[config.mk]
export PLATFORM = sky130hd
export DESIGN_NAME = pipe_hazard_ctrl
export DESIGN_NICKNAME = d
export VERILOG_FILES = /design/src/rtl/pipe_hazard_ctrl.sv
export SDC_FILE = /design/constraint.sdc
export NUM_CORES = 1
export LEC_CHECK = 0
export BUFFER_PORTS_ARGS = -buffer_cell sky130_fd_sc_hd__clkbuf_2
export CAP_MARGIN = 20
export CORE_UTILIZATION = 45
export CTS_CLUSTER_SIZE = 40
export DETAILED_ROUTE_END_ITERATION = 12
export GPL_TIMING_DRIVEN = 1
export HOLD_SLACK_MARGIN = 0.03
export PLACE_DENSITY = 0.66
export SLEW_MARGIN = 20
export SYNTH_ARGS = -nofsm -noshare
export SYNTH_HDL_FRONTEND = slang
export SYNTH_SLANG_ARGS = --single-unit
[constraint.sdc]
create_clock -name clk -period 2.7 [get_ports clk]
set_input_delay 0 -clock clk [delete_from_list [all_inputs] [get_ports clk]]
set_output_delay 0 -clock clk [all_outputs]
set_load 0.005 [all_outputs]
[src/rtl/pipe_hazard_ctrl.sv]
// Hazard control for the rv32 pipe: forwarding selects for E, load-use stall and redirect flush.
// Latency: stall_d/flush_fd are same-cycle combinational; fwd_sel/e_valid depend only on registered state.
// Backpressure: ext_stall freezes all stage state; optional PIPE_HAZARD_PERF_EN adds stall/flush counters.
module pipe_hazard_ctrl #(
    parameter int REG_AW     = 5,
    parameter int FWD_DEPTH  = 2,
    parameter int LOAD_READY = 2,
    parameter int SELW       = $clog2(FWD_DEPTH + 1)
) (
    input  logic              clk,
    input  logic              rst,
    input  logic              d_valid,
    input  logic [REG_AW-1:0] d_rs1,
    input  logic [REG_AW-1:0] d_rs2,
    input  logic              d_use1,
    input  logic              d_use2,
    input  logic [REG_AW-1:0] d_rd,
    input  logic              d_we,
    input  logic              d_load,
    input  logic              e_redirect,
    input  logic              ext_stall,
    output logic              stall_d,
    output logic              flush_fd,
    output logic              e_valid,
    output logic [SELW-1:0]   fwd_sel1,
`ifdef PIPE_HAZARD_PERF_EN
    output logic [SELW-1:0]   fwd_sel2,
    output logic [31:0]       stall_cnt,
    output logic [31:0]       flush_cnt
`else
    output logic [SELW-1:0]   fwd_sel2
`endif
);

    logic [FWD_DEPTH:0]             valid_q, valid_d;
    logic [FWD_DEPTH:0]             we_q, we_d;
    logic [FWD_DEPTH:0]             load_q, load_d;
    logic [FWD_DEPTH:0][REG_AW-1:0] rd_q, rd_d;
    logic [REG_AW-1:0]              rs1_q, rs1_d, rs2_q, rs2_d;
    logic                           use1_q, use1_d, use2_q, use2_d;

    logic [FWD_DEPTH:0] prod;
    logic               lu;
    logic               redir;
    logic               take;

    always_comb begin
        for (int k = 0; k <= FWD_DEPTH; k++) begin
            prod[k] = valid_q[k] && we_q[k] && (rd_q[k] != '0);
        end
    end

    // A load too young to forward its data holds D until it reaches LOAD_READY.
    always_comb begin
        lu = 1'b0;
        for (int j = 0; j <= FWD_DEPTH; j++) begin
            if ((j + 1 < LOAD_READY) && prod[j] && load_q[j] &&
                ((d_use1 && (d_rs1 == rd_q[j])) || (d_use2 && (d_rs2 == rd_q[j])))) begin
                lu = 1'b1;
            end
        end
        lu = lu && d_valid;
    end

    assign redir    = e_redirect && valid_q[0];
    assign take     = d_valid && !lu && !redir;
    assign stall_d  = ext_stall || (lu && !redir);
    assign flush_fd = redir && !ext_stall;
    assign e_valid  = valid_q[0];

    // Scan oldest to youngest so the youngest qualifying producer overwrites.
    always_comb begin
        fwd_sel1 = '0;
        fwd_sel2 = '0;
        for (int k = FWD_DEPTH; k >= 1; k--) begin
            if (valid_q[0] && prod[k] && (!load_q[k] || k >= LOAD_READY)) begin
                if (use1_q && (rd_q[k] == rs1_q)) fwd_sel1 = SELW'(k);
                if (use2_q && (rd_q[k] == rs2_q)) fwd_sel2 = SELW'(k);
            end
        end
    end

    always_comb begin
        valid_d = valid_q;
        we_d    = we_q;
        load_d  = load_q;
        rd_d    = rd_q;
        rs1_d   = rs1_q;
        rs2_d   = rs2_q;
        use1_d  = use1_q;
        use2_d  = use2_q;
        if (!ext_stall) begin
            for (int k = 1; k <= FWD_DEPTH; k++) begin
                valid_d[k] = valid_q[k-1];
                we_d[k]    = we_q[k-1];
                load_d[k]  = load_q[k-1];
                rd_d[k]    = rd_q[k-1];
            end
            valid_d[0] = take;
            we_d[0]    = take && d_we;
            load_d[0]  = take && d_load;
            rd_d[0]    = d_rd;
            rs1_d      = d_rs1;
            rs2_d      = d_rs2;
            use1_d     = take && d_use1;
            use2_d     = take && d_use2;
        end
    end

    always_ff @(posedge clk or posedge rst) begin
        if (rst) begin
            valid_q <= '0;
            we_q    <= '0;
            load_q  <= '0;
            rd_q    <= '0;
            rs1_q   <= '0;
            rs2_q   <= '0;
            use1_q  <= 1'b0;
            use2_q  <= 1'b0;
        end else begin
            valid_q <= valid_d;
            we_q    <= we_d;
            load_q  <= load_d;
            rd_q    <= rd_d;
            rs1_q   <= rs1_d;
            rs2_q   <= rs2_d;
            use1_q  <= use1_d;
            use2_q  <= use2_d;
        end
    end

`ifdef PIPE_HAZARD_PERF_EN
    logic [31:0] stall_cnt_q, stall_cnt_d, flush_cnt_q, flush_cnt_d;

    always_comb begin
        stall_cnt_d = stall_cnt_q + 32'(lu && !redir && !ext_stall);
        flush_cnt_d = flush_cnt_q + 32'(flush_fd);
    end

    always_ff @(posedge clk or posedge rst) begin
        if (rst) begin
            stall_cnt_q <= '0;
            flush_cnt_q <= '0;
        end else begin
            stall_cnt_q <= stall_cnt_d;
            flush_cnt_q <= flush_cnt_d;
        end
    end

    assign stall_cnt = stall_cnt_q;
    assign flush_cnt = flush_cnt_q;
`endif

endmodule

==> results of run 1 <==
cell usage in the layout, fill, tap and decap left out:
| cell type | n |
|---|---|
| dfrtp_1 | 35 |
| mux2_2 | 30 |
| clkbuf_2 | 30 |
| xnor2_1 | 22 |
| dlygate4sd3_1 | 20 |
| nand2_1 | 9 |
| xor2_1 | 8 |
| o21ai_0 | 5 |
| clkbuf_8 | 5 |
| nand4_1 | 4 |
| a32oi_1 | 4 |
| nor3_1 | 4 |
| and3b_1 | 2 |
| inv_1 | 2 |
| or4_1 | 2 |
| nor4_1 | 2 |
| nand3_1 | 2 |
| clkbuf_1 | 2 |
| o22ai_1 | 1 |
| or4_4 | 1 |
| o2111ai_4 | 1 |
| a22oi_1 | 1 |
| and4b_1 | 1 |
| o21ai_1 | 1 |
| inv_2 | 1 |
| a41o_1 | 1 |
| o2111ai_1 | 1 |
| clkinv_2 | 1 |
| buf_4 | 1 |
registers in the layout, indices dropped and copies added, names as in the netlist:
name,cells
load_q,2
rs1_q,5
we_q,3
use1_q,1
rd_q,15
rs2_q,5
use2_q,1
valid_q,3
per-layer routing:
metal / GRT usage / vias up / routed length, um
met3: 0.0528 / 4 / 117
met4: 0.0652 / 0 / 32
met1: 0.286 / 634 / 1830
met2: 0.292 / 25 / 1690
li1: - / 623 / -
met5: 0 / - / 0
cell usage after synthesis, types with 2 or more instances:
master,n,area share
a32oi_1,4,0.020
and3b_1,2,0.0098
buf_2,2,0.0056
clkbuf_1,3,0.0063
dfrtp_1,35,0.49
inv_1,2,0.0042
mux2_2,30,0.19
nand2_1,9,0.019
nand3_1,2,0.0056
nand4_1,4,0.014
nor3_1,4,0.011
nor4_1,2,0.0070
o21ai_0,5,0.014
or4_1,2,0.0084
xnor2_1,22,0.11
xor2_1,8,0.039
critical path: stages (launching register included):
cell       delay (ps)
dfrtp_1           430
or4_4             570
o2111ai_4         280
inv_2              40
a41o_1            230
clkbuf_2          110
stage by stage:
step	hold WS, ps	cells
floorplan	136	145
global placement	95.5	219
CTS	267	247
global route	335	247
detailed placement	102	219
finish	279	247
cell type report:
class,count,area (um^2),area share
well taps,48,60.1,0.0265
clock buffers,7,76.3,0.0337
clock inverters,1,5.00,0.00221
flip-flops and latches,35,876,0.387
multi-input cells,102,880,0.388
repair buffers,51,358,0.158
inverters,3,11.3,0.00497
how the worst min path moves through the flow:
stage	start	endpoint	slack, ps	cells past startpoint
after floorplan	d_load	load_q[0]	140	2
after global placement	rst	rd_q[4]	100	3
after detailed placement	rst	rs2_q[0]	100	3
after CTS	d_valid	valid_q[0]	270	4
after global routing	d_valid	use1_q	340	4
final	d_valid	valid_q[0]	280	4
kinds of logic after synthesis:
kind of cell	after synthesis
compound gates	15
mux	30
simple gates	27
flops	35
xor+xnor	30
buf+inv	8
power groups by stage:
stage / Clock (uW) / Combinational [uW] / Sequential [uW]
final: 351 / 266 / 697
after CTS: 364 / 268 / 697
after global placement: 0 / 239 / 704
after detailed placement: 0 / 244 / 707
after global routing: 387 / 292 / 711
after floorplan: 0 / 192 / 677
timing repair:
| action | CTS | global route |
|---|---|---|
| endpoints found under the setup margin | 0 | 0 |
| endpoints found under the hold margin | 54 | 0 |
| hold buffers | 20 | 0 |
| gates resized for setup | 0 | 0 |
==> results.yml, run 1 <==
routing:
  drt_first_pass_iters: 3
  drc: 0
  post_drt_wl_per_cell_um: 14.9
  via_per_inst: 5.21
  drt_wl_total_um: 3670
  drt_iter0_drc: 53
  antenna_left: 0
  route.vias.total: 1286
cells_and_area:
  final_cell_area_um2: 2270
  diodes: 0
  drive_gt1_frac: 0.352
  nFillCells: 335
  final_nets: 222
  area_growth_pct: 26.7
  final_core_util: 0.605
sta:
  max_freq_mhz: 517
  setup_ws_ps: 765
  slew_viol_final: 0
  setup_tns_ps: 0
  tightest_slew_ps: 888
  timing.final.crit_share: 0.717
  hold_viol: 0
  finalClockSkew_ps: 1.88
  max-slew-margin-rel: 0.408
  rsz0062_at_grt: "no"
  setup_viol: 0
  period_minus_slack_ps: 1930
clock_network:
  cts_root_buffer: "clkbuf_8"
  clk_latency_ps: 280
  cts_buffers: 5
  h-tree-depth: 2
  cts_tree: "yes"
  post_cts_buffers: 0
  clk_pin_slew_ps: 60
  cts.sinks: 35
  clockBufferDepth: 2
global_routing:
  grt_max_degree: 39
  grt_pass1_vias: 1227
  grt_util_all_layers: 0.200
  grt_pass1_wl_um: 6180
  grt_remaining_overflow: 0
  antenna_found_initial: 0
die:
  die_area_um2: 4230
  rows: 22
  die-width_um: 65.0
  core_area_um2: 3740
  die_h_um: 65.0
  initial_utilization: 0.478
  pin_count: 31
placed_design:
  gp_congestion: 0.905
  place.port_buffers: 30
  postPlaceCellArea_um2: 1980
  place.detailed.hpwl_um: 2670
  detailedPlace.worstSlack_ps: 1060
pwr:
  powerDensity_nw_per_um2: 580
  p_leak_uw: 0.000955
  sw_frac_of_total: 0.282
  p_comb_frac: 0.202
  internal_power_uw: 944
  p_seq_frac: 0.530
  peakVddDrop_mv: 0.328
  power.net_switching_uw: 371
  clkPwrFrac: 0.267
  finalPower_uw: 1310
synthesis:
  syn_inst: 145
  synth_fa_ha_area_frac: 0
  synth_edf_count: 0
  synth-simple-area-share: 0.0868
  ys_types: 25
  synth_xor_area_frac: 0.147
  synth_flop_cell: "dfrtp_1"
  ys_warn_count: 0
  syn_avg_cell_area_um2: 12.3
  syn_area_um2: 1790
  mappedNetlistNets: 169
  synth_top_family_by_area: "multiplexers"
  synth-seq-area-share: 0.490
  yosys_register_bits: 35
  synth_compound_area_frac: 0.0693
  synthMuxAreaShare: 0.189
  async_reset_ff_frac: 1.00
worst_setup_path:
  critPathRequiredTime_ps: 2700
  reg2reg_from: "rd_q[1]"
  crit_path_end_kind: "output port"
  r2r_end: "load_q[0]"
  cp.arrival_ps: 1930
  critPathLaunch: "rd_q[1]"
  ff2ff_setup_slack_ps: 1070
  crit_end: "stall_d"
  r2r_cells: 4
  crit_fanout: 6
  start_kind: "flip-flop"
  critPathKind: "flip-flop to output port"
run:
  cap_viol_max_count: 0
run_status:
  status: "finished, final reports clean"
hold_path:
  worstHoldPathType: "primary input to flip-flop"
Note: power is estimated with default switching activity, not from simulation.
==> inputs of run 2 (changes only) <==
--- a/config.mk
+++ b/config.mk
@@ -5,6 +5,7 @@
 export SDC_FILE = /design/constraint.sdc
 export NUM_CORES = 1
 export LEC_CHECK = 0
+export ABC_AREA = 1
 export BUFFER_PORTS_ARGS = -buffer_cell sky130_fd_sc_hd__clkbuf_2
 export CAP_MARGIN = 20
 export CORE_UTILIZATION = 45
==> constraint.sdc (replaced) <==
create_clock -name clk -period 1.9 [get_ports clk]
set_input_delay 0 -clock clk [delete_from_list [all_inputs] [get_ports clk]]
set_output_delay 0 -clock clk [all_outputs]
set_load 0.005 [all_outputs]
==> results.yml, run 2 <==
routing:
  drt_iter0_drc: 104
  drc: 0
  post_drt_wl_per_cell_um: 12.5
  route.vias.total: 1722
  antenna_left: 0
  drt_wl_total_um: 4410
  drt_first_pass_iters: 4
  via_per_inst: 4.88
synthesis:
  yosys-top-cells-count: "nand2_1 (82), dfrtp_1 (35), o21ai_0 (33)"
  synth_top_cell_by_area: "dfrtp_1"
  ys_types: 20
  async_reset_ff_frac: 1.00
  synth_edf_count: 0
  ys_warn_count: 0
  synth_flop_cell: "dfrtp_1"
  syn_area_um2: 1860
  synth.top_cell.area_share: 0.472
  yosysMostFrequentCell: "nand2_1"
  syn_inst: 252
  yosys_register_bits: 35
  synth-seq-area-share: 0.472
  synth_area_leaders: "dfrtp_1 (47%), nand2_1 (17%), o21ai_0 (8.9%), inv_1 (5.5%), xnor2_1 (3.8%)"
  syn_avg_cell_area_um2: 7.36
  mappedNetlistNets: 276
sta:
  rsz0062_at_grt: "no"
  timing.final.crit_share: 0.799
  slew_viol_final: 0
  period_minus_slack_ps: 1520
  setup_viol: 0
  hold_viol: 0
  setup_tns_ps: 0
  tightest_slew_ps: 448
  max-slew-margin-rel: 0.701
  finalClockSkew_ps: 2.91
  max_freq_mhz: 659
cells_and_area:
  layout_common_cells: "nand2_1 (82), dfrtp_1 (35), o21ai_0 (33)"
  final_nets: 328
  area_growth_pct: 25.3
  drive_gt1_frac: 0.167
  reg.largest.list: "rd_q (15), rs1_q (5), rs2_q (5)"
  final_core_util: 0.612
  largest_register: "rd_q"
  final_cell_area_um2: 2320
  diodes: 0
  final_common_cell: "nand2_1"
  largest_reg_flops: 15
hold_path:
  hold_end: "rs1_q[1]"
  whs_path_depth: 3
  min-delay-start: "d_rs1[1]"
  worstHoldPathType: "primary input to flip-flop"
worst_setup_path:
  crit_buf_inv: 3
  r2r_cells: 9
  crit_chain: "inv_1, nand4_1, nand4_1, inv_1, nand2_1, nor2_2, nor2_1, clkbuf_2"
  reg2reg_from: "rd_q[4]"
  crit_family: "simple AND/OR/NAND/NOR gates"
  ff2ff_setup_slack_ps: 720
  r2r_end: "use2_q"
  cp.depth: 8
  crit_path_end_kind: "output port"
  critPathKind: "flip-flop to output port"
  crit_fanout: 4
  slowest_delay_ps: 430
  critPathRequiredTime_ps: 1900
  critPathLaunch: "rd_q[6]"
  cp.arrival_ps: 1520
  crit_slowest_cell: "dfrtp_1"
  start_kind: "flip-flop"
run:
  cap_viol_max_count: 0
global_routing:
  grt_pass1_vias: 1608
  grt_pass1_wl_um: 7540
  grt_util_all_layers: 0.237
  antenna_found_initial: 0
  grt_max_degree: 36
  grt_remaining_overflow: 0
pwr:
  peakVddDrop_mv: 0.567
  p_leak_uw: 0.00121
  finalPower_uw: 1750
  powerDensity_nw_per_um2: 755
clock_network:
  cts_tree: "yes"
  clk_pin_slew_ps: 70
  cts_root_buffer: "clkbuf_8"
  h-tree-depth: 2
  clk_latency_ps: 280
  ctsResizeCount: 0
  clockBufferDepth: 2
  cts.sinks: 35
  cts_buffers: 5
die:
  die_area_um2: 4380
  core_area_um2: 3800
  pin_count: 31
  die_h_um: 66.2
  initial_utilization: 0.488
  rows: 22
  die-width_um: 66.2
placed_design:
  postPlaceCellArea_um2: 2050
  place.port_buffers: 30
  place.detailed.hpwl_um: 3170
  gp_congestion: 0.813
run_status:
  status: "finished, final reports clean"
run 2: changes by cell type in the layout (fill, tap and decap cells not counted), sizes merged, moves of 2 or more:
cell	delta
nand2	+74
inv	+32
mux2	-30
o21ai	+29
nor2	+21
xnor2	-14
nand3	+9
a32oi	-4
xor2	-4
a21oi	+3
or4	-3
and3b	-2
run 2: metrics by stage:
| step | hold slack (ps) | instances | setup WS (ps) |
|---|---|---|---|
| after CTS | 31.4 | 353 | 396 |
| after global routing | 33.1 | 353 | 210 |
| after floorplan | 104 | 252 | 860 |
| after detailed placement | 108 | 326 | 716 |
| after global placement | 108 | 326 | 692 |
| final | 42.0 | 353 | 382 |
run 2: what timing repair did:
action / 4_1_cts / 5_1_grt
endpoints found under the hold margin: 53 / 0
buffers inserted: 0 / 0
setup endpoints to repair: 0 / 0
hold buffers: 19 / 0
run 2: layout make-up:
| class | instances | area [um^2] |
|---|---|---|
| sequential | 35 | 876 |
| timing repair buffer | 51 | 355 |
| multi-input combinational | 176 | 821 |
| fill | 365 | 1470 |
| tap | 48 | 60.1 |
| clock buffer | 7 | 76.3 |
| clock inverter | 1 | 5.00 |
| inverter | 35 | 131 |
run 2: worst max-delay path by stage:
stage                             end  slack, ps
after floorplan             load_q[0]        860
after global placement    fwd_sel2[1]        690
after detailed placement  fwd_sel2[1]        720
after CTS                 fwd_sel2[1]        400
after global routing      fwd_sel2[1]        210
final                     fwd_sel2[1]        380
run 2: logic make-up after synthesis:
logic type,synth area share
AO/OA/AOI/OAI,0.109
XOR/XNOR,0.0566
buffers and inverters,0.0856
flip-flops,0.472
AND/OR/NAND/NOR,0.276
run 2: layer usage:
layer	vias to the layer above	global-route usage	routed length [um]
li1	897	-	-
met1	776	0.318	2100
met2	39	0.360	2020
met3	10	0.0517	163
met4	0	0.117	130
met5	-	0	0
run 2: worst min-delay path: cells and delay by family:
kind	cells	cell delay, ps
buffers and inverters	2	180
AO/OA/AOI/OAI	1	100
run 2: where the power goes:
group | internal [uW] | total (uW) | switching (uW) | leakage (uW)
Clock | 257 | 515 | 258 | 0.0000422
Combinational | 149 | 333 | 184 | 0.000733
Sequential | 820 | 906 | 85.9 | 0.000438
Total | 1230 | 1750 | 528 | 0.00121
